$ cat src/rtl/led_scan_ctrl.sv
// led_scan_ctrl
//   HUB75 panel scan controller. Reads the top-half (bank1) and bottom-half
//   (bank2) RGB565 pixels for one row from the dual-bank pixel RAM. It shifts
//   one bit-plane of that row into the panel, latches it, and then drives OE
//   low for a plane-weighted on-time (binary-code modulation, LSB plane first).
//
// Ports
//   i_clk, i_rst         clock, asynchronous active-high reset
//   i_enable             run scanning; dropping it stops at the next plane boundary
//   o_r_addr/o_r_enable  pixel RAM read port {row,col}; data arrives one cycle later
//   i_bank1/2_data       RGB565 pixels for the top/bottom half
//   o_r1..o_b2           colour bits shifted into the panel
//   o_panel_clk          panel shift clock (panel samples on the rising edge)
//   o_latch, o_oe_n      panel latch (active-high), output enable (active-low)
//   o_row                panel row address, updated only while o_latch is high
//   o_frame              one-cycle pulse after the last plane of the last row
//
// Optional feature
//   HUB75_BRIGHTNESS_EN  adds i_brightness[7:0]. It scales the lit part of each
//                        display window. The window length itself stays the same.
module led_scan_ctrl #(
  parameter int COLS     = 64,
  parameter int ROW_BITS = 5,
  parameter int PLANES   = 5,
  parameter int BASE_ON  = 16
) (
  input  logic                             i_clk,
  input  logic                             i_rst,
  input  logic                             i_enable,
`ifdef HUB75_BRIGHTNESS_EN
  input  logic [7:0]                       i_brightness,
`endif
  output logic [ROW_BITS+$clog2(COLS)-1:0] o_r_addr,
  output logic                             o_r_enable,
  input  logic [15:0]                      i_bank1_data,
  input  logic [15:0]                      i_bank2_data,
  output logic                             o_r1,
  output logic                             o_g1,
  output logic                             o_b1,
  output logic                             o_r2,
  output logic                             o_g2,
  output logic                             o_b2,
  output logic                             o_panel_clk,
  output logic                             o_latch,
  output logic                             o_oe_n,
  output logic [ROW_BITS-1:0]              o_row,
  output logic                             o_frame
);

  localparam int CB   = $clog2(COLS);
  localparam int PB   = (PLANES > 1) ? $clog2(PLANES) : 1;
  localparam int ON_W = $clog2(BASE_ON << (PLANES - 1)) + 1;

  typedef enum logic [2:0] {S_IDLE, S_PREFETCH, S_SHIFT, S_LATCH, S_DISPLAY} state_t;

  state_t                  state_q, state_d;
  logic                    phase_q, phase_d;
  logic [CB-1:0]           col_q, col_d;
  logic [ROW_BITS-1:0]     row_q, row_d;
  logic [PB-1:0]           plane_q, plane_d;
  logic [ON_W-1:0]         on_cnt_q, on_cnt_d;
  logic [ON_W-1:0]         lit_q, lit_d;
  logic [ROW_BITS+CB-1:0]  r_addr_q, r_addr_d;
  logic                    r_en_q, r_en_d;
  logic [2:0]              rgb1_q, rgb1_d, rgb2_q, rgb2_d;
  logic                    panel_clk_q, panel_clk_d;
  logic                    latch_q, latch_d;
  logic                    oe_n_q, oe_n_d;
  logic [ROW_BITS-1:0]     row_out_q, row_out_d;
  logic                    frame_q, frame_d;

  logic [ON_W-1:0]         on_len;
  logic [ON_W-1:0]         lit_now;
  logic [3:0]              p_idx;
  logic                    col_last, plane_last, row_last;

  assign on_len     = ON_W'(BASE_ON) << plane_q;
  assign p_idx      = 4'(plane_q);
  assign col_last   = (col_q == CB'(COLS - 1));
  assign plane_last = (plane_q == PB'(PLANES - 1));
  assign row_last   = (row_q == {ROW_BITS{1'b1}});

`ifdef HUB75_BRIGHTNESS_EN
  // Number of lit cycles = window * (brightness+1) / 256, truncated.
  logic [ON_W+8:0] lit_prod;
  assign lit_prod = (ON_W+9)'(on_len) * (ON_W+9)'({1'b0, i_brightness} + 9'd1);
  assign lit_now  = ON_W'(lit_prod >> 8);
`else
  assign lit_now  = on_len;
`endif

  // Output timing of the shift phases: the RAM word for a column is on the
  // bus during phase A and is registered onto the colour pins for phase B.
  // The panel clock rises at the start of the following cycle, so the colour
  // bits have been stable for a full cycle when the panel samples them. The
  // last rising edge coincides with the latch pulse. That is harmless because
  // the panel latch is level-sensitive and captures the data when the pulse falls.
  always_comb begin
    state_d     = state_q;
    phase_d     = phase_q;
    col_d       = col_q;
    row_d       = row_q;
    plane_d     = plane_q;
    on_cnt_d    = on_cnt_q;
    lit_d       = lit_q;
    r_addr_d    = r_addr_q;
    r_en_d      = 1'b0;
    rgb1_d      = rgb1_q;
    rgb2_d      = rgb2_q;
    panel_clk_d = panel_clk_q;
    latch_d     = latch_q;
    oe_n_d      = oe_n_q;
    row_out_d   = row_out_q;
    frame_d     = 1'b0;
    case (state_q)
      S_IDLE: begin
        oe_n_d = 1'b1;
        if (i_enable) begin
          state_d  = S_PREFETCH;
          r_en_d   = 1'b1;
          r_addr_d = {row_q, {CB{1'b0}}};
        end
      end
      S_PREFETCH: begin
        state_d     = S_SHIFT;
        phase_d     = 1'b0;
        col_d       = '0;
        panel_clk_d = 1'b0;
      end
      S_SHIFT: begin
        if (!phase_q) begin
          rgb1_d      = {i_bank1_data[4'd11 + p_idx], i_bank1_data[4'd6 + p_idx], i_bank1_data[p_idx]};
          rgb2_d      = {i_bank2_data[4'd11 + p_idx], i_bank2_data[4'd6 + p_idx], i_bank2_data[p_idx]};
          panel_clk_d = 1'b0;
          phase_d     = 1'b1;
          if (!col_last) begin
            r_en_d   = 1'b1;
            r_addr_d = {row_q, col_q + CB'(1)};
          end
        end else begin
          panel_clk_d = 1'b1;
          phase_d     = 1'b0;
          if (col_last) begin
            state_d   = S_LATCH;
            col_d     = '0;
            latch_d   = 1'b1;
            row_out_d = row_q;
          end else begin
            col_d = col_q + CB'(1);
          end
        end
      end
      S_LATCH: begin
        state_d     = S_DISPLAY;
        panel_clk_d = 1'b0;
        latch_d     = 1'b0;
        on_cnt_d    = '0;
        lit_d       = lit_now;
        oe_n_d      = (lit_now == '0);
      end
      S_DISPLAY: begin
        if (on_cnt_q == on_len - ON_W'(1)) begin
          oe_n_d   = 1'b1;
          on_cnt_d = '0;
          if (plane_last) begin
            plane_d = '0;
            row_d   = row_q + ROW_BITS'(1);
            frame_d = row_last;
          end else begin
            plane_d = plane_q + PB'(1);
          end
          if (i_enable) begin
            state_d  = S_PREFETCH;
            r_en_d   = 1'b1;
            r_addr_d = {row_d, {CB{1'b0}}};
          end else begin
            state_d = S_IDLE;
          end
        end else begin
          on_cnt_d = on_cnt_q + ON_W'(1);
          oe_n_d   = !(on_cnt_d < lit_q);
        end
      end
      default: begin
        state_d = S_IDLE;
        oe_n_d  = 1'b1;
      end
    endcase
  end

  // The asynchronous reset forces OE high at once, even during a lit window.
  always_ff @(posedge i_clk or posedge i_rst) begin
    if (i_rst) begin
      state_q     <= S_IDLE;
      phase_q     <= 1'b0;
      col_q       <= '0;
      row_q       <= '0;
      plane_q     <= '0;
      on_cnt_q    <= '0;
      lit_q       <= '0;
      r_addr_q    <= '0;
      r_en_q      <= 1'b0;
      rgb1_q      <= '0;
      rgb2_q      <= '0;
      panel_clk_q <= 1'b0;
      latch_q     <= 1'b0;
      oe_n_q      <= 1'b1;
      row_out_q   <= '0;
      frame_q     <= 1'b0;
    end else begin
      state_q     <= state_d;
      phase_q     <= phase_d;
      col_q       <= col_d;
      row_q       <= row_d;
      plane_q     <= plane_d;
      on_cnt_q    <= on_cnt_d;
      lit_q       <= lit_d;
      r_addr_q    <= r_addr_d;
      r_en_q      <= r_en_d;
      rgb1_q      <= rgb1_d;
      rgb2_q      <= rgb2_d;
      panel_clk_q <= panel_clk_d;
      latch_q     <= latch_d;
      oe_n_q      <= oe_n_d;
      row_out_q   <= row_out_d;
      frame_q     <= frame_d;
    end
  end

  assign o_r_addr    = r_addr_q;
  assign o_r_enable  = r_en_q;
  assign {o_r1, o_g1, o_b1} = rgb1_q;
  assign {o_r2, o_g2, o_b2} = rgb2_q;
  assign o_panel_clk = panel_clk_q;
  assign o_latch     = latch_q;
  assign o_oe_n      = oe_n_q;
  assign o_row       = row_out_q;
  assign o_frame     = frame_q;

endmodule

$ cat config.mk
export PLATFORM = sky130hd
export DESIGN_NAME = led_scan_ctrl
export DESIGN_NICKNAME = d
export VERILOG_FILES = /design/src/rtl/led_scan_ctrl.sv
export SDC_FILE = /design/constraint.sdc
export NUM_CORES = 1
export LEC_CHECK = 0
export CAP_MARGIN = 20
export CORE_UTILIZATION = 45
export DETAILED_ROUTE_END_ITERATION = 7
export PLACE_DENSITY = 0.72
export SLEW_MARGIN = 10
export SYNTH_ARGS = -nofsm -noshare
export SYNTH_HDL_FRONTEND = slang
export SYNTH_SLANG_ARGS = --single-unit
$ cat constraint.sdc
create_clock -name i_clk -period 3.2 [get_ports i_clk]
set_clock_uncertainty 0.1 [all_clocks]
set_input_delay 0.8 -clock i_clk [delete_from_list [all_inputs] [get_ports i_clk]]
set_output_delay 0.8 -clock i_clk [all_outputs]
set_load 0.02 [all_outputs]
### Word-level counts from Yosys, hierarchy flattened

Cells that the tools add are included.

* flip-flop bits (word level): 63
* input bits: 35
* output and inout bits: 27
* logic and storage cells: 109

* add/sub/neg operators: 7
* order comparisons: 4
* eq/ne operators: 15
* shift operators: 1
* muxes and demuxes: 48
* bitwise gates (word level): 1
* reduce and logical (&&, ||, !) cells: 17

Operators by type and width (count)
* 11-bit two-way mux: 5
* 11-bit case mux with 3 select lines: 1
* 1-bit two-way mux: 19
* 9-bit case mux with 2 select lines: 1
* 1-bit binary-select mux with 4-bit select: 4
* 3-bit two-way mux: 5
* 3-bit case mux with 5 select lines: 1
* 2-bit inequality test (second input constant): 7
* 6-bit two-way mux: 2
* 6-bit case mux with 2 select lines: 1
* 4-bit by 5-bit < comparator with 1-bit output (second input constant): 2
* 9-bit by 1-bit adder with 9-bit output (second input constant): 1
* 9-bit == test: 1
* 9-bit zero test: 1
* 9-bit < comparator: 1
* 9-bit two-way mux: 1
* 5-bit by 3-bit left shift with 9-bit output (first input constant): 1
* 9-bit by 1-bit subtractor with 9-bit output (second input constant): 1
* 2-bit nonzero test: 4
* 6-bit by 1-bit adder with 6-bit output (second input constant): 1
* 1-bit binary-select mux with 3-bit select: 2
* 3-bit by 2-bit == test with 1-bit output (second input constant): 2
* 3-bit == test (second input constant): 2
* 6-bit == test (second input constant): 1
* 19 further kinds: 26

### Logic depth before layout (Yosys ltp)

* depth in word-level cells: 5
* mapped depth: 14
* mapped depth without buffers: 11

### Worst setup path after synthesis

Ideal clock, no wire load.

* path type: register -> register
* start point: reg plane_q[0]
* end point: reg r_addr_q[6], in the netlist o_r_addr[6]
* setup time: 121 ps
* data arrival time: 3154 ps
* slack: -175 ps
* stages on the path, launching flop included: 15
* cell sequence: dfrtp_1 clkbuf_1 clkbuf_1 inv_1 ha_1 buf_2 nand2b_4 ha_1 and2b_2 nor3_1 nor4b_4 a21oi_4 or2_4 buf_6 a22o_1

* longest elaborated chain between the ends: 5
* elaborated cells on any way between the ends: 10
* classes of those cells: add/sub: 1; eq/ne: 3; shift: 1; mux: 4; reduce/logical: 1

RTL lines
* start, declared: line 60 `logic [PB-1:0] plane_q, plane_d;`
* start signal, assigned: line 215 `plane_q <= plane_d;`
* 5-bit by 3-bit left shift with 9-bit output / 3-bit == test (equally long branches): line 77, 80
* 9-bit by 1-bit subtractor with 9-bit output / 5-bit two-way mux (equally long branches): line 162, 165
* 9-bit == test / 11-bit two-way mux (equally long branches): line 162, 172
* 2-bit inequality test (no line) / 11-bit two-way mux (equally long branches)
* 6-bit AND reduction (no line) / 11-bit case mux with 3 select lines (equally long branches)
* end signal, assigned: line 218 `r_addr_q <= r_addr_d;`
* end, declared: line 63 `logic [ROW_BITS+CB-1:0] r_addr_q, r_addr_d;`

Several ways; a longest one is shown, not always the timed one. The select of a mux whose other input is x is not followed.
A chain may end at the register's enable or synchronous reset.

### Final worst setup path

* start point: reg plane_q[1]
* end point: reg row_q[1]

* longest elaborated chain between the ends: 4
* elaborated cells on any way between the ends: 6
* classes of those cells: add/sub: 1; eq/ne: 2; shift: 1; mux: 1; reduce/logical: 1

RTL lines
* 5-bit by 3-bit left shift with 9-bit output: line 77 `assign on_len = ON_W'(BASE_ON) << plane_q;`
* 9-bit by 1-bit subtractor with 9-bit output: line 162 `if (on_cnt_q == on_len - ON_W'(1)) begin`
* 9-bit == test: line 162
* 2-bit AND reduction (no line)
* end signal, assigned: line 214 `row_q <= row_d;`
* end, declared: line 59 `logic [ROW_BITS-1:0] row_q, row_d;`

Several ways; a longest one is shown, not always the timed one.

==> reports/metrics.cfg <==
[clock_network]
cts_hold_buf = 0
ctsRootBufferMaster = clkbuf_8
cts_tree = built
cts_buffers = 9
ctsResizeCount = 0
htree_levels = 3
post-cts-setup-buffers = 0
insertion_delay_ns = 0.33
clockBufferDepth = 2
clkTransAtPathRegs_ns = 0.07
cts_sinks = 59

[setup_path]
path_class = reg -> reg
end_kind = register
r2r_start = plane_q[1]$_DFFE_PP0P_
critPathRequiredTime_ns = 3.32
path_cells = inv_1 -> ha_1 -> nand2b_4 -> ha_1 -> xor2_1 -> xnor2_1 -> nor4b_4 -> nand2_4 -> nor2_1 -> mux2_2
path_max_fanout = 8
critical_path.most_common_cell = ha_1
crit_path_start_kind = register
r2r_end = row_q[1]$_DFFE_PP0P_
critPathSlowestCell = nor4b_4
slowest_delay_ns = 0.42
r2r_cells = 10
r2r_slack_ns = 0.31
crit_start = plane_q[1]$_DFFE_PP0P_
endpoint = row_q[1]$_DFFE_PP0P_
cp.arrival_ns = 3.01

[grt]
grt_pass1_wl_um = 13860
grt_pass1_vias = 2887
grt_start_max_net_pins = 34
antenna_found_initial = 0
grt_use_total = 0.2083
grt_overflow_total = 0

[place]
place_hpwl_um = 6192
place_inst = 499
place.gp.congestion = 0.8093
placed_area_um2 = 4458
numPortBuffers = 61

[detailed_routing]
wl_um = 8290
num_vias = 2872
firstDrtPassIters = 4
wl_per_cell_um = 16.13
vias_per_cell = 5.588
drt-initial-drc-count = 145
drtAntennaViolNets = 0
route.detailed.drc = 0

[sta]
slew_headroom = 0.5145
rsz0062_at_grt = no
final_max_slew_viol_count = 0
worst_pin_slew_ns = 0.7243
fin_crit_ns = 2.895
setup_viol = 0
hold_viol = 0
max_freq_ghz = 0.3454
fin_crit_sh = 0.9046
tns_ns = 0

[finish]
syn2layout_area_growth_pct = 23.23
nets = 462
diodes = 0
fill_cells = 684
finalInstanceArea_um2 = 4626
fin_cells = 514
drive_above_1_share = 0.1845

[logic_synthesis]
synth_top_area_frac = 0.3867
syn_inst = 343
synth-edff-count = 0
synth.distinct_cells = 51
avgSynthCellArea_um2 = 10.94
synth_top_area_cell = dfrtp_1
synth_seq_area_share = 0.3937
synth_async_sr_flop_share = 1.000
synth_ff_type = dfrtp_1
yosys_register_bits = 59
synth_area_leaders = dfrtp_1 39%, mux4_2 14%, ha_1 6.3%
yosysWarningCount = 0
syn_area_um2 = 3754
syn_nets = 397

[floorplan]
die-width_um = 93.33
core_area_um2 = 7888
io-pin-count = 62
chipHeight_um = 93.33
initial_core_util = 0.4759
dieArea_um2 = 8710
rows = 32

[power_and_ir_drop]
power_mw = 1.442
p_leak_nw = 1.960
power_density_nw_per_um2 = 311.8
peakVddDrop_mv = 0.1733

[run_status]
status = complete, no violations

[min_path]
hp-class = reg -> reg

[job]
maxCapViolCount = 0

==> flip-flops by register name (all words and copies together) (netlist names) <==
| register | count |
|---|---|
| o_r_addr | 11 |
| on_cnt_q | 9 |
| col_q | 6 |
| lit_q | 5 |
| o_row | 5 |
| row_q | 5 |
| plane_q | 3 |
| rgb1_q | 3 |
| rgb2_q | 3 |
| state_q | 3 |
| o_frame | 1 |
| o_latch | 1 |
| o_oe_n | 1 |
| o_panel_clk | 1 |
| o_r_enable | 1 |
| phase_q | 1 |
==> final cells by class <==
type / count / area (um^2) / share of cell area
clock buffers: 10 / 137.6 / 0.02975
clock inverters: 5 / 30.03 / 0.006492
inverters: 17 / 63.81 / 0.01379
multi-input cells: 253 / 2113 / 0.4569
flip-flops and latches: 59 / 1478 / 0.3194
well taps: 102 / 127.6 / 0.02759
repair buffers: 68 / 675.6 / 0.1461
==> metrics by stage <==
stage	hold slack, ns	utilization	setup WS (ns)
2_1_floorplan	0.3498	-	0.01808
4_1_cts	0.3878	0.5865	0.2876
6_report	0.3900	0.5865	0.3052
5_1_grt	0.4048	0.5865	0.1161
3_5_place_dp	0.3705	0.5652	0.2961
3_3_place_gp	0.3645	0.5652	0.4336
==> cells by family after synthesis <==
kind of cell             after synthesis  synth area share
adder cells (fa/ha/maj)               19           0.06333
buffers and inverters                 31           0.04333
AO/OA/AOI/OAI                         71            0.1217
flip-flops                            59            0.3937
multiplexers                          40            0.1907
AND/OR/NAND/NOR                      106            0.1477
XOR/XNOR                              17           0.03967
==> cells in the mapped netlist, types with 3 or more instances <==
library cell,count
inv_1,17
and2_1,3
o21a_1,3
nor3_1,7
mux2_2,12
nor2b_1,4
nand3_1,10
xor2_1,7
nand2b_1,4
mux4_2,24
nand4_1,5
xnor2_1,10
a21oi_1,16
o21ai_0,26
a32o_1,3
clkbuf_1,5
a31oi_1,3
ha_1,19
and3_1,4
o31ai_1,3
nor2_1,16
nand2_1,41
mux2i_1,4
a22o_1,4
dfrtp_1,58
buf_6,4
==> layer usage <==
| metal | share of wire | GRT usage |
|---|---|---|
| met3 | 0.066 | 0.05854 |
| met5 | 0 | 0 |
| met2 | 0.47 | 0.3346 |
| met1 | 0.44 | 0.2646 |
| met4 | 0.022 | 0.08590 |
==> where the power goes <==
| group | internal (mW) | switching, mW | leakage, nW |
|---|---|---|---|
| registers | 0.750 | 0.00233 | 0.778 |
| logic | 0.0670 | 0.0408 | 1.10 |
| clock network | 0.293 | 0.290 | 0.0839 |
| total | 1.11 | 0.333 | 1.96 |
==> critical path: cells and delay by family, from the launching register on <==
| kind | cells | cell delay (ns) |
|---|---|---|
| buffers and inverters | 1 | 0.16 |
| multiplexers | 1 | 0.37 |
| AND/OR/NAND/NOR | 4 | 0.96 |
| XOR/XNOR | 2 | 0.33 |
| adder cells (fa/ha/maj) | 2 | 0.47 |
| flip-flops | 1 | 0.38 |
==> placed cells by master (no fill, tap or decap), types with 4 or more instances in the layout <==
| master | instances |
|---|---|
| clkbuf_8 | 10 |
| buf_4 | 6 |
| nor3_1 | 7 |
| dfrtp_1 | 58 |
| a21oi_1 | 16 |
| nand4_1 | 5 |
| clkdlybuf4s50_1 | 61 |
| a22o_1 | 4 |
| nand3_1 | 10 |
| nor2b_1 | 4 |
| nand2_1 | 41 |
| mux2_2 | 12 |
| nor2_1 | 16 |
| ha_1 | 19 |
| o21ai_0 | 26 |
| xnor2_1 | 10 |
| inv_1 | 16 |
| mux4_2 | 24 |
| and3_1 | 4 |
| mux2i_1 | 4 |
| nand2b_1 | 4 |
| xor2_1 | 7 |
==> how the worst min path moves through the flow <==
stage | from | to | slack, ns | cells after the start
floorplan | lit_q[4]$_DFFE_PP0P_ | lit_q[4]$_DFFE_PP0P_ | 0.35 | 2
global placement | rgb1_q[1]$_DFFE_PP0P_ | rgb1_q[1]$_DFFE_PP0P_ | 0.36 | 2
detailed placement | rgb2_q[2]$_DFFE_PP0P_ | rgb2_q[2]$_DFFE_PP0P_ | 0.37 | 2
CTS | rgb2_q[2]$_DFFE_PP0P_ | rgb2_q[2]$_DFFE_PP0P_ | 0.39 | 2
global route | rgb2_q[1]$_DFFE_PP0P_ | rgb2_q[1]$_DFFE_PP0P_ | 0.40 | 2
finish | rgb2_q[2]$_DFFE_PP0P_ | rgb2_q[2]$_DFFE_PP0P_ | 0.39 | 2
No activity file was read; power rests on OpenSTA's default activity.
